<file path="config.mk">
export PLATFORM = sky130hd
export DESIGN_NAME = uart_resp_fmt
export DESIGN_NICKNAME = d
export VERILOG_FILES = /design/src/rtl/uart_dbg_pkg.sv /design/src/rtl/uart_resp_fmt.sv
export SDC_FILE = /design/constraint.sdc
export NUM_CORES = 1
export LEC_CHECK = 0
export ABC_AREA = 1
export BUFFER_PORTS_ARGS = -buffer_cell sky130_fd_sc_hd__buf_2
export CAP_MARGIN = 30
export CELL_PAD_IN_SITES_DETAIL_PLACEMENT = 1
export CELL_PAD_IN_SITES_GLOBAL_PLACEMENT = 2
export CORE_AREA = 2 2 122 124
export DETAILED_ROUTE_END_ITERATION = 6
export DIE_AREA = 0 0 124 126
export GPL_TIMING_DRIVEN = 0
export HOLD_SLACK_MARGIN = 0.08
export PLACE_DENSITY = 0.72
export SLEW_MARGIN = 20
export SYNTH_ARGS = -nofsm -noshare
export SYNTH_HDL_FRONTEND = slang
export SYNTH_SLANG_ARGS = --single-unit
</file>
<file path="constraint.sdc">
create_clock -name clk_i -period 5.1 [get_ports clk_i]
set_input_delay 1.53 -clock clk_i [delete_from_list [all_inputs] [get_ports clk_i]]
set_output_delay 1.53 -clock clk_i [all_outputs]
set_load 0.05 [all_outputs]
</file>
<file path="src/rtl/uart_dbg_pkg.sv">
// Shared definitions for the debug UART path: response kinds, ASCII constants,
// line prefixes and hex-digit rendering helpers.
package uart_dbg_pkg;

    typedef enum logic [1:0] {
        RESP_STATUS = 2'd0,
        RESP_READ   = 2'd1,
        RESP_WRITE  = 2'd2,
        RESP_TIME   = 2'd3
    } resp_kind_e;

    localparam logic [7:0] ASCII_CR = 8'h0D;
    localparam logic [7:0] ASCII_LF = 8'h0A;
    localparam logic [7:0] ASCII_SP = 8'h20;

    localparam logic [7:0] PFX_STATUS = 8'h53;  // 'S'
    localparam logic [7:0] PFX_READ   = 8'h52;  // 'R'
    localparam logic [7:0] PFX_WRITE  = 8'h57;  // 'W'
    localparam logic [7:0] PFX_TIME   = 8'h54;  // 'T'

    localparam logic [4:0] LAST_IDX_SHORT = 5'd10;
    localparam logic [4:0] LAST_IDX_WRITE = 5'd19;

    function automatic logic [7:0] hex_nib2ascii(input logic [3:0] nib, input logic upper);
        logic [7:0] chr;
        if (nib < 4'd10) begin
            chr = 8'h30 + {4'h0, nib};
        end else if (upper) begin
            chr = 8'h41 + {4'h0, nib} - 8'd10;
        end else begin
            chr = 8'h61 + {4'h0, nib} - 8'd10;
        end
        return chr;
    endfunction

    function automatic logic [7:0] kind_prefix(input resp_kind_e kind);
        logic [7:0] pfx;
        case (kind)
            RESP_STATUS: pfx = PFX_STATUS;
            RESP_READ:   pfx = PFX_READ;
            RESP_WRITE:  pfx = PFX_WRITE;
            RESP_TIME:   pfx = PFX_TIME;
            default:     pfx = PFX_STATUS;
        endcase
        return pfx;
    endfunction

    function automatic logic [4:0] last_index(input resp_kind_e kind);
        logic [4:0] last;
        if (kind == RESP_WRITE) begin
            last = LAST_IDX_WRITE;
        end else begin
            last = LAST_IDX_SHORT;
        end
        return last;
    endfunction

    // Nibble k of a word, k=0 being the most significant.
    function automatic logic [3:0] word_nibble(input logic [31:0] word, input logic [2:0] k);
        logic [31:0] shifted;
        shifted = word >> {3'd7 - k, 2'b00};
        return shifted[3:0];
    endfunction

endpackage

</file>
<file path="src/rtl/uart_resp_fmt.sv">
// Renders one debug response as an ASCII line (prefix, hex fields, CR LF) and
// paces it byte by byte into uart_tx with a one-cycle guard after each strobe.
module uart_resp_fmt
    import uart_dbg_pkg::*;
#(
    parameter bit HEX_UPPER = 1'b1
) (
    input  logic        clk_i,
    input  logic        rst_i,
    input  logic        req_valid_i,
    output logic        req_ready_o,
    input  logic [1:0]  req_kind_i,
    input  logic [31:0] req_a_i,
    input  logic [31:0] req_b_i,
    output logic        tx_stb_o,
    output logic [7:0]  tx_data_o,
    input  logic        tx_busy_i,
    output logic        busy_o
);

    typedef enum logic [1:0] {
        ST_IDLE  = 2'd0,
        ST_EMIT  = 2'd1,
        ST_GUARD = 2'd2
    } fmt_state_e;

    fmt_state_e  state_q, state_d;
    logic [4:0]  idx_q, idx_d;
    resp_kind_e  kind_q, kind_d;
    logic [31:0] a_q, a_d;
    logic [31:0] b_q, b_d;
    logic [7:0]  data_q, data_d;

    logic [7:0]  cur_byte_s;
    logic [2:0]  a_nib_k_s;
    logic [2:0]  b_nib_k_s;
    logic        stb_s;

    assign a_nib_k_s = 3'(idx_q - 5'd1);
    assign b_nib_k_s = 3'(idx_q - 5'd10);

    // Byte select: combinational mux on the latched kind and the byte index.
    always_comb begin
        cur_byte_s = 8'h00;
        if (idx_q == 5'd0) begin
            cur_byte_s = kind_prefix(kind_q);
        end else if (idx_q <= 5'd8) begin
            cur_byte_s = hex_nib2ascii(word_nibble(a_q, a_nib_k_s), HEX_UPPER);
        end else if (kind_q != RESP_WRITE) begin
            if (idx_q == 5'd9) begin
                cur_byte_s = ASCII_CR;
            end else begin
                cur_byte_s = ASCII_LF;
            end
        end else begin
            if (idx_q == 5'd9) begin
                cur_byte_s = ASCII_SP;
            end else if (idx_q <= 5'd17) begin
                cur_byte_s = hex_nib2ascii(word_nibble(b_q, b_nib_k_s), HEX_UPPER);
            end else if (idx_q == 5'd18) begin
                cur_byte_s = ASCII_CR;
            end else begin
                cur_byte_s = ASCII_LF;
            end
        end
    end

    // Next-state logic: accept, emit-on-not-busy, single-cycle guard.
    always_comb begin
        state_d = state_q;
        idx_d   = idx_q;
        kind_d  = kind_q;
        a_d     = a_q;
        b_d     = b_q;
        data_d  = data_q;
        stb_s   = 1'b0;
        case (state_q)
            ST_IDLE: begin
                if (req_valid_i) begin
                    kind_d  = resp_kind_e'(req_kind_i);
                    a_d     = req_a_i;
                    b_d     = req_b_i;
                    idx_d   = 5'd0;
                    state_d = ST_EMIT;
                end else begin
                    state_d = ST_IDLE;
                end
            end
            ST_EMIT: begin
                if (!tx_busy_i) begin
                    stb_s   = 1'b1;
                    data_d  = cur_byte_s;
                    state_d = ST_GUARD;
                end else begin
                    state_d = ST_EMIT;
                end
            end
            ST_GUARD: begin
                // Serializer busy may still be low here, so it is not sampled.
                if (idx_q == last_index(kind_q)) begin
                    idx_d   = 5'd0;
                    state_d = ST_IDLE;
                end else begin
                    idx_d   = idx_q + 5'd1;
                    state_d = ST_EMIT;
                end
            end
            default: begin
                idx_d   = 5'd0;
                state_d = ST_IDLE;
            end
        endcase
    end

    // State, operand and held-byte registers.
    always_ff @(posedge clk_i or posedge rst_i) begin
        if (rst_i) begin
            state_q <= ST_IDLE;
            idx_q   <= 5'd0;
            kind_q  <= RESP_STATUS;
            a_q     <= 32'h0000_0000;
            b_q     <= 32'h0000_0000;
            data_q  <= 8'h00;
        end else begin
            state_q <= state_d;
            idx_q   <= idx_d;
            kind_q  <= kind_d;
            a_q     <= a_d;
            b_q     <= b_d;
            data_q  <= data_d;
        end
    end

    // The strobe fires in the EMIT cycle itself so the first byte follows the accept directly.
    assign tx_stb_o    = stb_s;
    assign tx_data_o   = stb_s ? cur_byte_s : data_q;
    assign req_ready_o = (state_q == ST_IDLE);
    assign busy_o      = (state_q != ST_IDLE);

endmodule

</file>
==> reports/metrics.csv, run 1 <==
metric,value,unit
finalCriticalPeriod,4.766,ns
leakagePower,2.685,nW
synth_nets,628,
grt_use_total,0.1760,
io_buffers,79,
hold_viol_final,0,
clk_latency,0.35,ns
synth-seq-cells,80,
ys_warn_count,0,
gp_congestion,0.7852,
finalSetupViolations,0,
path_clk_slew,0.07,ns
path_common_cell,o21ai_0,
rsz0062_at_grt,no,
htree_num_levels,3,
tightest_slew,0.7307,ns
crit_cells,17,
fmax,0.2098,GHz
hp-class,register to register,
post_cts_buffers,0,
syn_to_final_growth,22.31,%
wirelength,12470,um
rr_worst_depth,16,
nets,718,
drv_cap,0,
cts.sinks,80,
fillCellCount,1791,
synthFlopType,dfrtp_1,
synth_commonest_cells,"nand2_1 (102), inv_1 (84), dfrtp_1 (80)",
critPathTopFamily,buffers and inverters,
io_pins,81,
die_h,126,um
drive_gt1_frac,0.2019,
die-area,0.01562,mm2
drt-initial-drc-count,96,
status,"complete, no violations",
worst-path-buf-inv,7,
synth_top_cell_by_area,dfrtp_1,
finalMaxSlewViolations,0,
grt_pass1_vias,4246,
num_rows,44,
arrival,3.24,ns
start_util,0.2966,
synthArstFlopShare,1.000,
fin_setup_tns,0,ns
finalClockSkew,0.01349,ns
coreArea,0.01431,mm2
synth.distinct_cells,29,
syn_inst,550,
post_drt_via_cell_ratio,4.624,
slew_headroom,0.5129,
whs_path_depth,2,
drt_pass1_iterations,4,
critPathMaxFanout,20,
cts_buffer_depth,2,
ys_top_cells_by_area,"dfrtp_1 (47%), nand2_1 (9.0%), inv_1 (7.4%), a21oi_1 (7.0%), nor2_1 (6.8%)",
dp_hpwl,9585,um
ant_nets,0,
worstSetupPathType,register to output pin,
drc,0,
powerDensity,693.7,mW/mm2
cts_made_buffers,9,
grt_pass1_wl,21150,um
cts_root_buffer,clkbuf_16,
worst_ep_required_time,3.57,ns
num_vias,3829,
avgSynthCellArea,7.719,um2
antennaDiodeCount,0,
avgRoutedWirePerCell,15.06,um
overflow,0,
syn_area,0.004245,mm2
grt_max_degree,47,
crit_chain,inv_2 -> buf_8 -> ha_1 -> clkbuf_4 -> a21oi_1 -> o21ai_0 -> o21ai_0 -> inv_1 -> o21a_1 -> ha_1 -> inv_1 -> o21ai_0 -> o21ai_0 -> nand3_1 -> nand2_1 -> inv_1 -> buf_2,
antenna_found_initial,0,
synth_seq_area_share,0.4716,
die_w,124,um
period_share,0.9344,
post-route-util,0.3628,
crit_path_end_kind,output pin,
startpoint_type,register,
slowest_stage,dfrtp_2,
vdd_drop_max,0.1813,mV
cp_slowest_stage_delay,0.45,ns
yosysMostFrequentCell,nand2_1,
synth_edf_count,0,
cts_tree,yes,
synth_top_area_frac,0.4716,
layer usage:
metal | wire length, um | track usage | up-vias
li1 | - | - | 1914
met1 | 5918 | 0.2368 | 1833
met2 | 5872 | 0.2880 | 68
met3 | 442 | 0.02627 | 14
met4 | 239 | 0.06015 | 0
met5 | 0 | 0 | -
stage by stage:
stage / setup slack, ns / total power [W] / area (um2) / hold slack (ns) / cells
global route: 0.02282 / 0.003973 / 5192 / 0.5251 / 828
finish: 0.3344 / 0.003602 / 5192 / 0.4803 / 828
global placement: 0.2071 / 0.002920 / 4871 / 0.4675 / 813
detailed placement: 0.1099 / 0.002991 / 4893 / 0.4694 / 814
floorplan: 0.2643 / 0.002430 / 4245 / 0.4739 / 550
CTS: 0.00005596 / 0.003662 / 5184 / 0.4909 / 829
final timing paths:
kind | startpoint | endpoint | slack [ns]
max in group asynchronous | rst_i | data_q[0] | 3.24
max | idx_q[0] | tx_data_o[4] | 0.33
min | data_q[6] | data_q[6] | 0.48
min in group asynchronous | rst_i | b_q[1] | 1.25
min reg2reg | data_q[6] | data_q[6] | 0.48
max reg2reg | idx_q[0] | data_q[4] | 2.30
layout make-up:
cell class                      count  area (um2)  area share
Tap cell                          184       230.2     0.04434
Timing Repair Buffer               80       420.4     0.08096
Sequential cell                    80        2003      0.3858
Clock buffer                       12       236.5     0.04554
Buffer                             21       116.4     0.02241
Inverter                           86       327.8     0.06313
Clock inverter                      3       43.79    0.008434
Multi-Input combinational cell    362        1814      0.3494
sequential cells by signal, summed over array words and instances (netlist names):
name,flops
kind_q,2
state_q,2
idx_q,5
b_q,32
a_q,32
data_q,7
where the power goes:
group / switching [W] / internal, W
combinational: 0.00130 / 0.000626
sequential: 0.000113 / 0.000927
clock: 0.000260 / 0.000377
worst min-delay path: stages (launching register included):
cell and delay (ns):
dfrtp_1 0.32, o21ai_1 0.06, inv_1 0.06
cell families (layout without fill, tap and decap cells):
group                      count (synthesis)  count (layout)  synth area share
and+or+nand+nor                          232             232            0.2237
buffers and inverters                    108             202            0.1011
AOI/OAI and AO/OA                         99              99            0.1214
DFF                                       80              80            0.4716
muxes                                     18              18           0.04774
adders and majority gates                  8               8           0.02358
xor gates and xnor gates                   4               4           0.01002
other                                      1               1         0.0008833
cell usage in the layout, fill, tap and decap left out, types with 2 or more instances in the layout:
master,n
nand2_1,102
buf_2,80
buf_1,3
ha_1,8
dfrtp_1,79
o21ai_1,6
nor3_1,2
buf_4,5
inv_2,2
a21oi_1,59
nand2_2,2
inv_4,2
nor2_1,77
clkbuf_16,9
inv_1,82
mux2_2,18
o21ai_0,26
o211ai_1,4
clkbuf_1,12
xor2_1,3
nand3_1,45
what timing repair did:
item,4_1_cts,5_1_grt
hold buffers,0,0
resized for setup,4,10
endpoints found under the setup margin,4,5
Power figures use the tool's default switching activity.
==> run 2, diff against run 1 <==
==> constraint.sdc (replaced) <==
create_clock -name clk_i -period 6 [get_ports clk_i]
set_input_delay 1.8 -clock clk_i [delete_from_list [all_inputs] [get_ports clk_i]]
set_output_delay 1.8 -clock clk_i [all_outputs]
set_load 0.05 [all_outputs]
==> run 2 against run 1 <==
Worst hold slack worse by 0.0014 ns. Design area is 0.14% lower. Clock-buffer cell count is 1 lower. Total power is 15% lower. Utilization is 0.052 points lower. Clock power is 16% lower. Critical path depth is 1 higher. Sequential cell count stayed put. Critical path type unchanged. Highest routed layer unchanged.
==> reports/metrics.csv, run 2 (synthesized netlist as in run 1, its figures left out) <==
metric,value,unit,change
clk_latency,0.36,ns,was 0.35 ns
arrival,3.77,ns,was 3.24 ns
grt_pass1_vias,4177,,was 4246
wl_met2,6114,um,was 5872 um
post_drt_via_cell_ratio,4.648,,was 4.624
drv_cap,0,,unchanged
worst_ep_required_time,4.20,ns,was 3.57 ns
post_cts_resized,0,,was 4
dp_hpwl,9636,um,was 9585 um
total_power,0.003055,W,was 0.003602 W
nets,719,,was 718
finalWorstSetupSlack,0.4300,ns,was 0.3344 ns
start_util,0.2966,,unchanged
hold_viol_final,0,,unchanged
cts_root_buffer,clkbuf_16,,unchanged
drt-initial-drc-count,125,,was 96
powerDensity,589.2,mW/mm2,was 693.7 mW/mm2
drt_pass1_iterations,4,,unchanged
num_rows,44,,unchanged
cts_tree,yes,,unchanged
wirelength,12800,um,was 12470 um
critPathMaxFanout,11,,was 20
cts.sinks,80,,unchanged
tightest_slew,0.7545,ns,was 0.7307 ns
highest_layer,met4,,unchanged
io_buffers,79,,unchanged
io_pins,81,,unchanged
ant_nets,0,,unchanged
num_vias,3858,,was 3829
route.met3.wl,543,um,was 442 um
cts_buffer_depth,2,,unchanged
cts_made_buffers,9,,unchanged
pwr-share-seq,0.289,,about the same
drive_gt1_frac,0.2043,,was 0.2019
worstSetupPathType,register to output pin,,unchanged
post_cts_buffers,0,,unchanged
p_clk_frac,0.175,,was 0.177
die_w,124,um,unchanged
dp_cells,814,,unchanged
finalSetupViolations,0,,unchanged
path_clk_slew,0.06,ns,was 0.07 ns
critPathTopFamily,buffers and inverters,,unchanged
fin_cells,830,,was 828
grt_max_degree,44,,was 47
slowest_stage,dfrtp_1,,was dfrtp_2
gp_congestion,0.7755,,was 0.7852
place_ws,0.6830,ns,was 0.1099 ns
worst-path-buf-inv,7,,unchanged
fmax,0.1795,GHz,
hp-class,register to register,,unchanged
antennaDiodeCount,0,,unchanged
syn_to_final_growth,22.13,%,was 22.31%
crit_chain,inv_1 -> buf_4 -> buf_4 -> ha_1 -> clkbuf_1 -> o21ai_0 -> o21ai_0 -> inv_1 -> o21a_1 -> ha_1 -> inv_1 -> nand3_1 -> nand2_1 -> a21oi_1 -> nand2_1 -> nand2_1 -> nand2_1 -> buf_2,,was inv_2 -> buf_8 -> ha_1 -> clkbuf_4 -> a21oi_1 -> o21ai_0 -> o21ai_0 -> inv_1 -> o21a_1 -> ha_1 -> inv_1 -> o21ai_0 -> o21ai_0 -> nand3_1 -> nand2_1 -> inv_1 -> buf_2
crit_path_end_kind,output pin,,unchanged
finalMaxSlewViolations,0,,unchanged
cts_hold_buf,0,,unchanged
sw_frac_of_total,0.4742,,was 0.4640
die_h,126,um,unchanged
path_common_cell,nand2_1,,was o21ai_0
avgRoutedWirePerCell,15.42,um,was 15.06 um
p_switching,0.001449,W,was 0.001671 W
status,"complete, no violations",,unchanged
leakagePower,2.690,nW,was 2.685 nW
antenna_found_initial,0,,unchanged
holdWs,0.4789,ns,was 0.4803 ns
mostFrequentLayoutCells,"nand2_1 (102), inv_1 (83), buf_2 (83)",,"was nand2_1 (102), inv_1 (82), buf_2 (80)"
grt_use_total,0.1790,,was 0.1760
p_comb_frac,0.536,,was 0.534
rsz0062_at_grt,no,,unchanged
htree_num_levels,3,,unchanged
startpoint_type,register,,unchanged
p_int,0.001606,W,was 0.001931 W
period_share,0.9283,,
cp_slowest_stage_delay,0.44,ns,was 0.45 ns
drc,0,,unchanged
coreArea,0.01431,mm2,unchanged
vdd_drop_max,0.1857,mV,was 0.1813 mV
slew_headroom,0.4970,,was 0.5129
fin_setup_tns,0,ns,unchanged
overflow,0,,unchanged
grt_pass1_wl,21260,um,was 21150 um
route.layer.met1.wl,5924,um,was 5918 um
top_regs,"a_q (32), b_q (32), data_q (7)",,unchanged
die-area,0.01562,mm2,unchanged
finalClockSkew,0.01204,ns,was 0.01349 ns
finalCriticalPeriod,5.570,ns,
final_common_cell,nand2_1,,unchanged
==> run 2: cell types whose count changed in the layout (fill, tap and decap cells not counted), sizes merged <==
cell,delta
bufinv,-1
clkbuf,-1
clkinv,+2
clkinvlp,+1
buf,+1
==> run 2: final timing paths <==
path	end	depth (start not counted)	slack, ns	startpoint
max reg2reg	data_q[4]	16	2.72	idx_q[0]
min	data_q[1]	2	0.48	data_q[1]
min in group asynchronous	b_q[3]	2	1.48	rst_i
max	tx_data_o[1]	18	0.43	idx_q[0]
min reg2reg	data_q[1]	2	0.48	data_q[1]
max in group asynchronous	data_q[6]	3	3.91	rst_i
==> run 2: cell type report <==
cell class              instances  area [um2]
repair buffers                 80       422.9
flip-flops and latches         80        2002
clock inverters                 5       31.28
fillers                      1809        9129
plain buffers                  22       106.4
inverters                      86       325.3
multi-input cells             362        1814
clock buffers                  11       252.7
well taps                     184       230.2
==> run 2: power by group through the flow <==
stage,sequential (W),combinational (W),clock (W)
after floorplan,0.000858,0.00121,0
after global placement,0.000880,0.00160,0
after detailed placement,0.000896,0.00165,0
after CTS,0.000888,0.00166,0.000551
after global routing,0.000912,0.00187,0.000568
final,0.000884,0.00164,0.000535
==> run 2: worst reg2reg max path, cell delays in order, from the launching register on <==
cell and delay, ns:
dfrtp_1 0.44, inv_1 0.14, buf_4 0.21, buf_4 0.20, ha_1 0.31, clkbuf_1 0.44, o21ai_0 0.16, o21ai_0 0.18
inv_1 0.10, o21a_1 0.20, ha_1 0.21, inv_1 0.09, o21ai_0 0.08, o21ai_0 0.17, nand3_1 0.11, nand2_1 0.08
inv_1 0.05
==> run 2: per-layer routing <==
| layer | vias to the layer above | GRT usage |
|---|---|---|
| met5 | - | 0 |
| met4 | 0 | 0.06345 |
| met3 | 16 | 0.03986 |
| met2 | 66 | 0.2954 |
| met1 | 1860 | 0.2295 |
| li1 | 1916 | - |
==> run 2: per-stage QoR <==
step	area, um2	util
finish	5185	0.3622
global route	5185	0.3622
CTS	5185	0.3622
detailed placement	4901	0.3424
global placement	4871	0.3403
floorplan	4245	-
==> run 3, diff against run 2 <==
==> constraint.sdc (replaced) <==
create_clock -name clk_i -period 5.81 [get_ports clk_i]
set_input_delay 1.743 -clock clk_i [delete_from_list [all_inputs] [get_ports clk_i]]
set_output_delay 1.743 -clock clk_i [all_outputs]
set_load 0.05 [all_outputs]
==> run 3 against run 2 <==
Total power is 3.3% higher. Global-route usage did not move. Cell count is 0.12% lower. Clock-buffer cell count is the same. Clock skew about the same. Utilization about the same. Combinational power up 3%. Sequential cell count is the same. Setup slack lost 0.029 ns. Non-clock buffer count decreased by 1. Critical endpoint is now tx_data_o[2].
==> reports/metrics.csv, run 3 (synthesized netlist as in run 1, its figures left out) <==
metric,value,unit,change
status,"complete, no violations",,unchanged
die-area,0.01562,mm2,unchanged
ant_nets,0,,unchanged
nets,718,,was 719
crit_path_end_kind,output pin,,unchanged
critPathMaxFanout,11,,unchanged
grt_max_degree,44,,unchanged
hp-class,register to register,,unchanged
dp_hpwl,9636,um,unchanged
gp_congestion,0.7755,,unchanged
clk_latency,0.36,ns,about the same
syn_to_final_growth,22.05,%,was 22.13%
hold_viol_final,0,,unchanged
io_pins,81,,unchanged
finalMaxSlewViolations,0,,unchanged
htree_num_levels,3,,unchanged
fin_setup_tns,0,ns,unchanged
io_buffers,79,,unchanged
num_vias,3862,,was 3858
leakagePower,2.689,nW,was 2.690 nW
crit_chain,inv_1 -> buf_4 -> buf_4 -> ha_1 -> inv_1 -> nand3_1 -> nand2_1 -> o21ai_2 -> ha_1 -> inv_1 -> o21ai_0 -> nand3_1 -> nand2_1 -> nand2_1 -> nand2_1 -> nand2_1 -> buf_2,,was inv_1 -> buf_4 -> buf_4 -> ha_1 -> clkbuf_1 -> o21ai_0 -> o21ai_0 -> inv_1 -> o21a_1 -> ha_1 -> inv_1 -> nand3_1 -> nand2_1 -> a21oi_1 -> nand2_1 -> nand2_1 -> nand2_1 -> buf_2
drv_cap,0,,unchanged
cts_hold_buf,0,,unchanged
start_util,0.2966,,unchanged
cts_buffer_depth,2,,unchanged
powerDensity,609.1,mW/mm2,was 589.2 mW/mm2
drt_pass1_iterations,4,,unchanged
finalClockSkew,0.01204,ns,about the same
top_regs,"a_q (32), b_q (32), data_q (7)",,unchanged
grt_pass1_vias,4177,,unchanged
num_rows,44,,unchanged
cts.sinks,80,,unchanged
fmax,0.1849,GHz,
r2r_slack,2.60,ns,was 2.72 ns
mostFrequentLayoutCells,"nand2_1 (102), inv_1 (83), buf_2 (83)",,unchanged
cts_made_buffers,9,,unchanged
arrival,3.67,ns,was 3.77 ns
slew_headroom,0.4913,,was 0.4970
fillCellCount,1809,,unchanged
post_drt_via_cell_ratio,4.659,,was 4.648
path_clk_slew,0.06,ns,about the same
antennaDiodeCount,0,,unchanged
grt_pass1_wl,21260,um,unchanged
worst_ep_required_time,4.07,ns,was 4.20 ns
post_cts_resized,0,,unchanged
worstSetupPathType,register to output pin,,unchanged
path_common_cell,nand2_1,,unchanged
drc,0,,unchanged
cts_root_buffer,clkbuf_16,,unchanged
cts_tree,yes,,unchanged
finalSetupViolations,0,,unchanged
rsz0062_at_grt,no,,unchanged
finalCriticalPeriod,5.409,ns,
period_share,0.9310,,
overflow,0,,unchanged
startpoint_type,register,,unchanged
final_common_cell,nand2_1,,unchanged
drive_gt1_frac,0.2047,,was 0.2043
antenna_found_initial,0,,unchanged
post_cts_buffers,0,,unchanged
avgRoutedWirePerCell,15.40,um,was 15.42 um
tightest_slew,0.7630,ns,was 0.7545 ns
holdWs,0.4768,ns,was 0.4789 ns
die_h,126,um,unchanged
grt_use_total,0.1790,,unchanged
die_w,124,um,unchanged
slowest_stage,ha_1,,was dfrtp_1
vdd_drop_max,0.1917,mV,was 0.1857 mV
wirelength,12770,um,was 12800 um
cp_slowest_stage_delay,0.57,ns,was 0.44 ns
drt-initial-drc-count,144,,was 125
coreArea,0.01431,mm2,unchanged
run 3: metal layers:
metal | global-route usage | part of all wire | wire, um | vias to the layer above
met5 | 0 | 0 | 0 | -
met4 | 0.06345 | 0.017 | 216 | 0
met3 | 0.03986 | 0.036 | 461 | 16
met2 | 0.2954 | 0.48 | 6092 | 63
met1 | 0.2295 | 0.47 | 5996 | 1868
li1 | - | - | - | 1915
run 3: where the power goes:
part | switching [W] | internal (W)
Clock | 0.000242 | 0.000311
Combinational | 0.00115 | 0.000535
Sequential | 0.0000998 | 0.000813
run 3: worst max-delay path, delay by kind of cell, from the launching register on:
family / cells / cell delay (ns)
AND/OR/NAND/NOR: 7 / 0.62
adder cells (fa/ha/maj): 2 / 0.78
buffers and inverters: 6 / 1.09
AO/OA/AOI/OAI: 2 / 0.36
flip-flops: 1 / 0.44
run 3: layout make-up:
cell class                      instances  area, um2  share of cell area
Buffer                                 21      102.6             0.01980
Multi-Input combinational cell        362       1814              0.3502
Sequential cell                        80       2002              0.3864
Clock inverter                          5      31.28            0.006037
Clock buffer                           11      252.7             0.04878
Inverter                               86      325.3             0.06279
Timing Repair Buffer                   80      422.9             0.08162
Tap cell                              184      230.2             0.04443
run 3: path summary, 6_finish.rpt:
path | from | end | cells past startpoint
max | idx_q[0] | tx_data_o[2] | 17
min | data_q[1] | data_q[1] | 2
max reg2reg | idx_q[0] | data_q[2] | 16
min reg2reg | data_q[1] | data_q[1] | 2
max in group asynchronous | rst_i | data_q[6] | 3
min in group asynchronous | rst_i | b_q[3] | 2
run 3: metrics by stage:
stage                     utilization  power [W]  std cells  cell area (um2)  setup slack (ns)
final                          0.3620   0.003156        829             5181            0.4010
after global placement         0.3403   0.002560        813             4871            0.6093
after CTS                      0.3622   0.003200        830             5185            0.2393
after global routing           0.3620   0.003457        829             5181           0.02646
after floorplan                     -   0.002132        550             4245            0.1558
after detailed placement       0.3424   0.002628        814             4901            0.6070
